<file path="src/rtl/pipe_ctrl_if.sv">
// Redirect/stall control bundle between hazard logic
// and the pipeline control unit.
interface pipe_ctrl_if #(
  parameter int XLEN = 32,
  parameter int NSRC = 2,
  parameter int NSTG = 5
);
  localparam int SW = (NSTG > 1) ? $clog2(NSTG) : 1;

  logic [NSRC-1:0]      rdr_req_i;
  logic [NSRC*XLEN-1:0] rdr_addr_i;
  logic [NSRC*SW-1:0]   rdr_stg_i;
  logic [NSTG-1:0]      stall_req_i;
  logic                 hold_o;
  logic [NSTG-1:0]      flush_o;
  logic [NSTG-1:0]      stall_o;
  logic                 jflag_o;
  logic [XLEN-1:0]      jaddr_o;
  logic [31:0]          rdr_cnt_o;
  logic [31:0]          stall_cnt_o;

  modport master (
    output rdr_req_i, rdr_addr_i, rdr_stg_i, stall_req_i,
    input  hold_o, flush_o, stall_o, jflag_o, jaddr_o,
    input  rdr_cnt_o, stall_cnt_o
  );

  modport slave (
    input  rdr_req_i, rdr_addr_i, rdr_stg_i, stall_req_i,
    output hold_o, flush_o, stall_o, jflag_o, jaddr_o,
    output rdr_cnt_o, stall_cnt_o
  );
endinterface

</file>
<file path="src/rtl/pipe_ctrl.sv">
// Pipeline control: redirect arbitration, flush/stall
// vectors, fetch hold window and perf counters.
module pipe_ctrl #(
  parameter int XLEN     = 32,
  parameter int NSRC     = 2,
  parameter int NSTG     = 5,
  parameter int HOLD_CYC = 1
) (
  input  logic  clk,
  input  logic  rst,
  pipe_ctrl_if.slave bus
);
  localparam int SW = (NSTG > 1) ? $clog2(NSTG) : 1;
  localparam logic [3:0] HC = 4'(HOLD_CYC);

  typedef enum logic [1:0] {
    S_IDLE,
    S_REDIR,
    S_HOLD
  } state_t;

  state_t          r_state;
  state_t          w_state_nxt;
  logic [3:0]      r_hold_cnt;
  logic [3:0]      w_hold_nxt;
  logic            r_jflag;
  logic [XLEN-1:0] r_jaddr;
  logic [31:0]     r_rdr_cnt;
  logic [31:0]     r_stall_cnt;

  logic [NSRC-1:0] w_qual;
  logic            w_acc;
  logic [XLEN-1:0] w_addr;
  logic [SW-1:0]   w_stg;
  logic [NSTG-1:0] w_flush;
  logic [NSTG-1:0] w_stall;
  logic            w_run;

  // A source is blocked by any stall request older than its stage
  always_comb begin
    for (int k = 0; k < NSRC; k++) begin
      w_qual[k] = bus.rdr_req_i[k];
      for (int t = 0; t < NSTG; t++) begin
        if (bus.stall_req_i[t] &&
            (t > int'(bus.rdr_stg_i[k*SW +: SW])))
          w_qual[k] = 1'b0;
      end
    end
  end

  // Lowest-index qualified source wins
  always_comb begin
    w_acc  = |w_qual;
    w_addr = '0;
    w_stg  = '0;
    for (int k = NSRC - 1; k >= 0; k--) begin
      if (w_qual[k]) begin
        w_addr = bus.rdr_addr_i[k*XLEN +: XLEN];
        w_stg  = bus.rdr_stg_i[k*SW +: SW];
      end
    end
  end

  // Flush everything younger than the redirecting stage
  always_comb begin
    w_flush = '0;
    for (int k = 0; k < NSTG; k++) begin
      if (w_acc && (k < int'(w_stg)))
        w_flush[k] = 1'b1;
    end
    if (r_state != S_IDLE)
      w_flush[0] = 1'b1;
  end

  // Stall propagates toward younger stages, masked by flush
  always_comb begin
    w_run   = 1'b0;
    w_stall = '0;
    for (int k = NSTG - 1; k >= 0; k--) begin
      w_run      = w_run | bus.stall_req_i[k];
      w_stall[k] = w_run & ~w_flush[k];
    end
  end

  // Next-state: any acceptance restarts the redirect
  always_comb begin
    w_state_nxt = r_state;
    w_hold_nxt  = r_hold_cnt;
    unique case (r_state)
      S_IDLE: ;
      S_REDIR: begin
        if (HOLD_CYC == 0) begin
          w_state_nxt = S_IDLE;
        end else begin
          w_state_nxt = S_HOLD;
          w_hold_nxt  = HC - 4'd1;
        end
      end
      S_HOLD: begin
        if (r_hold_cnt == 4'd0)
          w_state_nxt = S_IDLE;
        else
          w_hold_nxt = r_hold_cnt - 4'd1;
      end
      default: w_state_nxt = S_IDLE;
    endcase
    if (w_acc)
      w_state_nxt = S_REDIR;
  end

  // State, redirect output and saturating counters
  always_ff @(posedge clk or negedge rst) begin
    if (!rst) begin
      r_state     <= S_IDLE;
      r_hold_cnt  <= 4'd0;
      r_jflag     <= 1'b0;
      r_jaddr     <= '0;
      r_rdr_cnt   <= 32'd0;
      r_stall_cnt <= 32'd0;
    end else begin
      r_state    <= w_state_nxt;
      r_hold_cnt <= w_hold_nxt;
      r_jflag    <= w_acc;
      if (w_acc)
        r_jaddr <= w_addr;
      if (w_acc && (r_rdr_cnt != 32'hFFFF_FFFF))
        r_rdr_cnt <= r_rdr_cnt + 32'd1;
      if ((|w_stall) && (r_stall_cnt != 32'hFFFF_FFFF))
        r_stall_cnt <= r_stall_cnt + 32'd1;
    end
  end

  assign bus.hold_o      = !rst || (|w_qual) ||
                           (r_state != S_IDLE);
  assign bus.flush_o     = w_flush;
  assign bus.stall_o     = w_stall;
  assign bus.jflag_o     = r_jflag;
  assign bus.jaddr_o     = r_jaddr;
  assign bus.rdr_cnt_o   = r_rdr_cnt;
  assign bus.stall_cnt_o = r_stall_cnt;
endmodule

</file>
<file path="src/flat_wrapper.sv">
// flat-port wrapper written by rule: the top's interface ports become plain ports
module pipe_ctrl_flat 
#(
  parameter int XLEN     = 32,
  parameter int NSRC     = 2,
  parameter int NSTG     = 5,
  parameter int HOLD_CYC = 1
)
  (clk, rst, bus_rdr_req_i, bus_rdr_addr_i, bus_rdr_stg_i, bus_stall_req_i, bus_hold_o, bus_flush_o, bus_stall_o, bus_jflag_o, bus_jaddr_o, bus_rdr_cnt_o, bus_stall_cnt_o);
  pipe_ctrl_if #(.XLEN(XLEN), .NSRC(NSRC), .NSTG(NSTG)) bus_i ();
  input  logic clk;
  input  logic rst;
  input wire logic [$bits(bus_i.rdr_req_i)-1:0] bus_rdr_req_i;
  input wire logic [$bits(bus_i.rdr_addr_i)-1:0] bus_rdr_addr_i;
  input wire logic [$bits(bus_i.rdr_stg_i)-1:0] bus_rdr_stg_i;
  input wire logic [$bits(bus_i.stall_req_i)-1:0] bus_stall_req_i;
  output wire logic [$bits(bus_i.hold_o)-1:0] bus_hold_o;
  output wire logic [$bits(bus_i.flush_o)-1:0] bus_flush_o;
  output wire logic [$bits(bus_i.stall_o)-1:0] bus_stall_o;
  output wire logic [$bits(bus_i.jflag_o)-1:0] bus_jflag_o;
  output wire logic [$bits(bus_i.jaddr_o)-1:0] bus_jaddr_o;
  output wire logic [$bits(bus_i.rdr_cnt_o)-1:0] bus_rdr_cnt_o;
  output wire logic [$bits(bus_i.stall_cnt_o)-1:0] bus_stall_cnt_o;
  assign bus_i.rdr_req_i = bus_rdr_req_i;
  assign bus_i.rdr_addr_i = bus_rdr_addr_i;
  assign bus_i.rdr_stg_i = bus_rdr_stg_i;
  assign bus_i.stall_req_i = bus_stall_req_i;
  assign bus_hold_o = bus_i.hold_o;
  assign bus_flush_o = bus_i.flush_o;
  assign bus_stall_o = bus_i.stall_o;
  assign bus_jflag_o = bus_i.jflag_o;
  assign bus_jaddr_o = bus_i.jaddr_o;
  assign bus_rdr_cnt_o = bus_i.rdr_cnt_o;
  assign bus_stall_cnt_o = bus_i.stall_cnt_o;
  pipe_ctrl #(.XLEN(XLEN), .NSRC(NSRC), .NSTG(NSTG), .HOLD_CYC(HOLD_CYC)) u_core (.clk(clk), .rst(rst), .bus(bus_i));
endmodule
</file>
<file path="config.mk">
export PLATFORM = sky130hd
export DESIGN_NAME = pipe_ctrl_flat
export DESIGN_NICKNAME = d
export VERILOG_FILES = /design/src/rtl/pipe_ctrl_if.sv /design/src/rtl/pipe_ctrl.sv /design/src/flat_wrapper.sv
export SDC_FILE = /design/constraint.sdc
export NUM_CORES = 1
export LEC_CHECK = 0
export CORE_ASPECT_RATIO = 1.4
export CORE_MARGIN = 10
export CORE_UTILIZATION = 45
export CTS_CLUSTER_DIAMETER = 40
export DETAILED_ROUTE_END_ITERATION = 7
export PLACE_DENSITY = 0.85
export SETUP_SLACK_MARGIN = 0.4
export SLEW_MARGIN = 25
export SYNTH_ARGS = -nofsm -noshare
export SYNTH_HDL_FRONTEND = slang
export SYNTH_SLANG_ARGS = --single-unit
</file>
<file path="constraint.sdc">
create_clock -name clk -period 4.9 [get_ports clk]
set_input_delay 0.98 -clock clk [delete_from_list [all_inputs] [get_ports clk]]
set_output_delay 0.98 -clock clk [all_outputs]
set_load 0.01 [all_outputs]
</file>
==> metrics.txt, run 1 <==
HP Class=flip-flop to flip-flop; Detailed Routing Iterations Pass 1=4; critical path buffer and inverter count=2; post-route cell area=7520 um^2; Final Hold Viols=0; Post-synth EDFFs=0; RSZ-0062 raised after global routing=no; antenna viol nets, final=0; DP HPWL=12.5 mm; Synth cell types=55; hold_buf cts=0; global route overflow=0; Post-CTS Setup Bufs=0; met3 Resource Use GR=0.0389; largest net degree at the start of global routing=63; H-Tree Depth=3; mean post-synth cell area=9.96 um^2; row cnt=46; Max VDD drop=0.000245 V; Rel. slew slack=0.478; setup tns final=0 ns; most used cell, CP=clkdlybuf4s50_1; count leader, synth=dfrtp_1; max-cap check violation count=0; first-pass GRT wire length=26.1 mm; met1 Use GR=0.213; CTS tree=done; Tot GR Track Use=0.193; clk root buf=clkbuf_16; Max Freq=230 MHz; crit-path max cell delay=0.55 ns; number of remaining DRC errors=0; initial antenna violation count=1; LEAKAGE=3.08 nW; Synth Flop Type=dfrtp_1; GR Layer Usage met2=0.350; Mapped Cells=524; Die X=111 um; die height=147 um; delay-heaviest family, CP=buffers and inverters; FFs w/ async S/R, synth=1.00; core footprint=11,300 um^2; element type at the critical path end=output pin; Worst-Margin Slew=0.780 ns; Worst setup SP type=input pin; cell taking the most area after synthesis=dfrtp_1; Final Max Slew Viols=0; top post-synthesis cells by area=dfrtp_1 49%, xnor2_1 6.7%, mux2i_1 6.1%; largest fanout on the critical path=8; vias per inst=5.40; Worst Skew=0.00776 ns; Post-synth top cells=103 x dfrtp_1, 68 x nand2_1, 40 x xnor2_1; syn nets=606; crit path kind=input pin to output pin; crit-path cells=clkdlybuf4s50_1 > and2_1 > a311oi_2 > o21a_1 > o21ai_0 > a21oi_1 > nand2b_1 > clkdlybuf4s50_1; synthesis warning total=0; outcome=complete, no violations; dpl cell area=7220 um^2; Overall Power=2.46 mW; Layout area overhead=44.1%; vias in the first global route=4,848; Post-Route WL=16.0 mm; die area=16,400 um^2; fin crit share=0.888; Final Setup Violations=0; layout net count=789; gpl congestion=0.918; Initial Util=0.460; Skew-Pair Late Insertion Delay=0.34 ns; Longest Clk Path Bufs=2; # IOs=187; Synth top area share=0.494; Min Clock Period, post-route=4.35 ns; Crit-path slowest cell=clkdlybuf4s50_1; WP data required=3.92 ns; grt peak-use layer=met2; Mapped Area=5220 um^2; wire per inst=18.7 um; Crit path arrival time=3.37 ns; CTS clock-pin slew for the worst setup and hold paths=0.07 ns; sequential share of the synthesized area=0.494; Sink Count=103; DR iter-0 viols=198; I/O Buffers=186; #FFs+latches synth=103; share of layout cells above drive strength 1=0.0577; cts bufs inserted=9; via count=4,624; Cell Pwr Density=328 nW/um^2
==> state kept, by name (all words and copies together), names as in the netlist <==
signal / flops
u_core.r_state: 2
u_core.bus.jaddr_o: 32
u_core.bus.stall_cnt_o: 32
u_core.bus.jflag_o: 1
u_core.bus.rdr_cnt_o: 32
u_core.r_hold_cnt: 4
==> layer usage <==
layer | share of wire | wire (um)
met1 | 0.38 | 6160
met2 | 0.54 | 8590
met3 | 0.050 | 806
met4 | 0.030 | 486
met5 | 0 | 0
==> path summary, 6_finish.rpt <==
| path | cells after the start | endpoint | start | slack [ns] |
|---|---|---|---|---|
| min in group asynchronous | 1 | u_core.bus.jaddr_o[0] | rst | 0.67 |
| hold / removal | 1 | u_core.bus.stall_cnt_o[26] | u_core.bus.stall_cnt_o[26] | 0.49 |
| hold reg to reg | 1 | u_core.bus.stall_cnt_o[26] | u_core.bus.stall_cnt_o[26] | 0.49 |
| setup / recovery | 8 | bus_flush_o[0] | bus_rdr_req_i[0] | 0.55 |
| setup reg to reg | 8 | u_core.bus.rdr_cnt_o[27] | u_core.bus.rdr_cnt_o[6] | 2.22 |
| max in group asynchronous | 2 | u_core.bus.stall_cnt_o[0] | rst | 3.09 |
==> cells in the final DEF, fill, tap and decap left out, types with 2 or more instances in the layout <==
cell,instances
clkdlybuf4s50_1,185
dfrtp_1,103
nand2_1,68
xnor2_1,40
o21ai_0,36
mux2i_1,32
nor2_1,30
nand3_1,29
inv_1,19
nor3_1,17
xor2_1,17
nand4_1,16
nand2b_1,11
a21oi_1,10
and3_1,9
clkbuf_16,9
and2_1,6
and4_1,5
mux2_1,5
buf_4,5
nor4_2,4
nor2b_1,3
a31oi_1,3
or3_1,3
or2_2,3
ha_1,3
a21boi_1,2
a31o_2,2
nor3b_1,2
nor4_1,2
o22ai_1,2
clkinvlp_4,2
==> per-stage QoR <==
step                      utilization  hold slack, ns  setup WS (ns)  std cells
after global placement          0.637           0.474          0.588        840
after floorplan                     -           0.515           1.45        524
after global routing            0.663           0.519          0.431        855
after detailed placement        0.637           0.482          0.500        840
final                           0.663           0.490          0.547        856
after CTS                       0.662           0.495          0.493        855
==> cell type report <==
| cell class | count | area [um^2] |
|---|---|---|
| inverters | 19 | 71.3 |
| repair buffers | 190 | 1890 |
| clock buffers | 10 | 229 |
| clock inverters | 5 | 58.8 |
| fillers | 893 | 3820 |
| well taps | 144 | 180 |
| diodes | 1 | 2.50 |
| flip-flops and latches | 103 | 2580 |
| multi-input cells | 384 | 2510 |
==> worst reg2reg max path, stage by stage (launching register included) <==
cell and delay [ns]:
dfrtp_1 0.44, and4_1 0.27, nand4_1 0.24, nor4_1 0.14, a2bb2oi_2 0.46, nand2_1 0.30, nor4_2 0.39, nand4_1 0.17
xnor2_1 0.15
==> kinds of logic after synthesis <==
family	after synthesis	synth area share
and+or+nand+nor	216	0.214
DFF	103	0.494
AOI/OAI and AO/OA	69	0.0810
xor gates and xnor gates	58	0.0988
muxes	38	0.0743
buffers and inverters	37	0.0307
adders and majority gates	3	0.00719
==> timing repair <==
item,in CTS,in global routing
resized for setup,0,2
hold endpoints to repair,0,0
setup endpoints to repair,0,2
==> where the power goes <==
| part | internal [mW] | total, mW | switching [mW] |
|---|---|---|---|
| clock | 0.395 | 0.706 | 0.311 |
| sequential | 0.962 | 1.09 | 0.126 |
| combinational | 0.376 | 0.670 | 0.294 |
(Power assumes the default switching activity.)
==> run 2, diff against run 1 <==
TNS_END_PERCENT = 20   (was unset)
==> run 2 against run 1 <==
Compared with the run above:
- clock-buffer cell count did not move
- hold slack did not move
- combinational power barely moved
- cell count did not move
- design area barely moved
- fmax fell by 0.54%
- via count fell by 0.56%
- utilization barely moved
- first-iteration DRC count rose by 8.6%
- sequential share of layout area barely moved
==> metrics.txt, run 2 (synthesized netlist as in run 1, its figures left out) <==
max-cap check violation count=0; Crit-path slowest cell=clkdlybuf4s50_1; crit-path cells=clkdlybuf4s50_1 > nor3_4 > a311oi_2 > o221a_2 > o31ai_1 > inv_1 > nor2_1 > clkdlybuf4s50_1; row cnt=46; fin crit share=0.893; share of layout cells above drive strength 1=0.0563; Min Clock Period, post-route=4.38 ns; Seq. cell area=2580 um^2; outcome=complete, no violations; Post-CTS Setup Bufs=0; H-Tree Depth=3; dpl cell area=7220 um^2; Final Hold Viols=0; Final Max Slew Viols=0; global route overflow=0; Cell Pwr Density=327 nW/um^2; CTS tree=done; Die X=111 um; HP Class=flip-flop to flip-flop; DR top layer=met4; LEAKAGE=3.08 nW; Detailed Routing Iterations Pass 1=5; initial antenna violation count=1; most frequent cells in the layout=185 x clkdlybuf4s50_1, 103 x dfrtp_1, 68 x nand2_1, 40 x xnor2_1, 36 x o21ai_0; most used cell, CP=clkdlybuf4s50_1; Multi-input gate area=2510 um^2; cts bufs inserted=9; crit path kind=input pin to output pin; Initial Util=0.460; Worst-Margin Slew=0.780 ns; core footprint=11,300 um^2; wire per inst=18.7 um; Sink Count=103; most common cell after layout, fill and taps aside=clkdlybuf4s50_1; Worst Skew=0.00765 ns; first-pass GRT wire length=26.1 mm; DR iter-0 viols=215; Tot GR Track Use=0.193; clk root buf=clkbuf_16; Post-CTS Resized=0; delay-heaviest family, CP=buffers and inverters; CTS clock-pin slew for the worst setup and hold paths=0.07 ns; Longest Clk Path Bufs=2; # fillers=894; vias in the first global route=4,848; die height=147 um; hold_buf cts=0; antenna viol nets, final=0; RSZ-0062 raised after global routing=yes; gpl congestion=0.918; Layout area overhead=44.0%; element type at the critical path end=output pin; Crit path arrival time=3.40 ns; via count=4,598; Rel. slew slack=0.478; Worst setup SP type=input pin; vias per inst=5.37; Skew-Pair Late Insertion Delay=0.34 ns; setup tns final=0 ns; critical path buffer and inverter count=3; met2 routed WL=8.58 mm; met3 wire length=812 um; largest fanout on the critical path=9; DP HPWL=12.5 mm; WP data required=3.92 ns; die area=16,400 um^2; number of remaining DRC errors=0; Final Util=0.663; post-route cell area=7510 um^2; Max Freq=228 MHz; layout net count=789; Setup WS pre-CTS=0.500 ns; Post-Route WL=16.0 mm; # IOs=187; I/O Buffers=186; largest net degree at the start of global routing=63; wl on met1=6.14 mm; crit-path max cell delay=0.60 ns; Final WS setup=0.524 ns; Max VDD drop=0.000245 V; Final Setup Violations=0; WHS=0.490 ns
-- run 2: cell count changes in the layout (fill, tap and decap cells not counted) --
cell,delta
o31ai_1,+1
o31ai_2,-1
-- run 2: area by class of cell --
cell class | count | area share
Sequential cell | 103 | 0.343
Multi-Input combinational cell | 384 | 0.333
Timing Repair Buffer | 190 | 0.251
Clock buffer | 10 | 0.0305
Tap cell | 144 | 0.0240
Inverter | 19 | 0.00949
Clock inverter | 5 | 0.00783
Antenna cell | 1 | 0.000333
-- run 2: worst paths after layout --
check / from / to / slack (ns) / cells past startpoint
setup reg to reg: u_core.bus.rdr_cnt_o[6] / u_core.bus.rdr_cnt_o[27] / 2.22 / 8
hold reg to reg: u_core.bus.stall_cnt_o[26] / u_core.bus.stall_cnt_o[26] / 0.49 / 1
min in group asynchronous: rst / u_core.bus.jaddr_o[0] / 0.67 / 1
setup / recovery: bus_stall_req_i[4] / bus_stall_o[2] / 0.52 / 8
hold / removal: u_core.bus.stall_cnt_o[26] / u_core.bus.stall_cnt_o[26] / 0.49 / 1
max in group asynchronous: rst / u_core.bus.stall_cnt_o[0] / 3.10 / 2
-- run 2: stage by stage --
| step | cells | total power [mW] |
|---|---|---|
| 2_1_floorplan | 524 | 1.36 |
| 3_3_place_gp | 840 | 1.75 |
| 3_5_place_dp | 840 | 1.78 |
| 4_1_cts | 855 | 2.49 |
| 5_1_grt | 855 | 2.60 |
| 6_report | 856 | 2.46 |
-- run 2: power breakdown --
group	switching [mW]	total (mW)	internal, mW
Clock	0.310	0.704	0.395
Sequential	0.126	1.09	0.962
Combinational	0.292	0.668	0.376
Total	0.728	2.46	1.73
-- run 2: layer usage --
metal  global-route usage  vias up
met1                0.213     2234
met3               0.0389       27
met2                0.350      145
met4               0.0825        0
met5                    0        -
li1                     -     2192
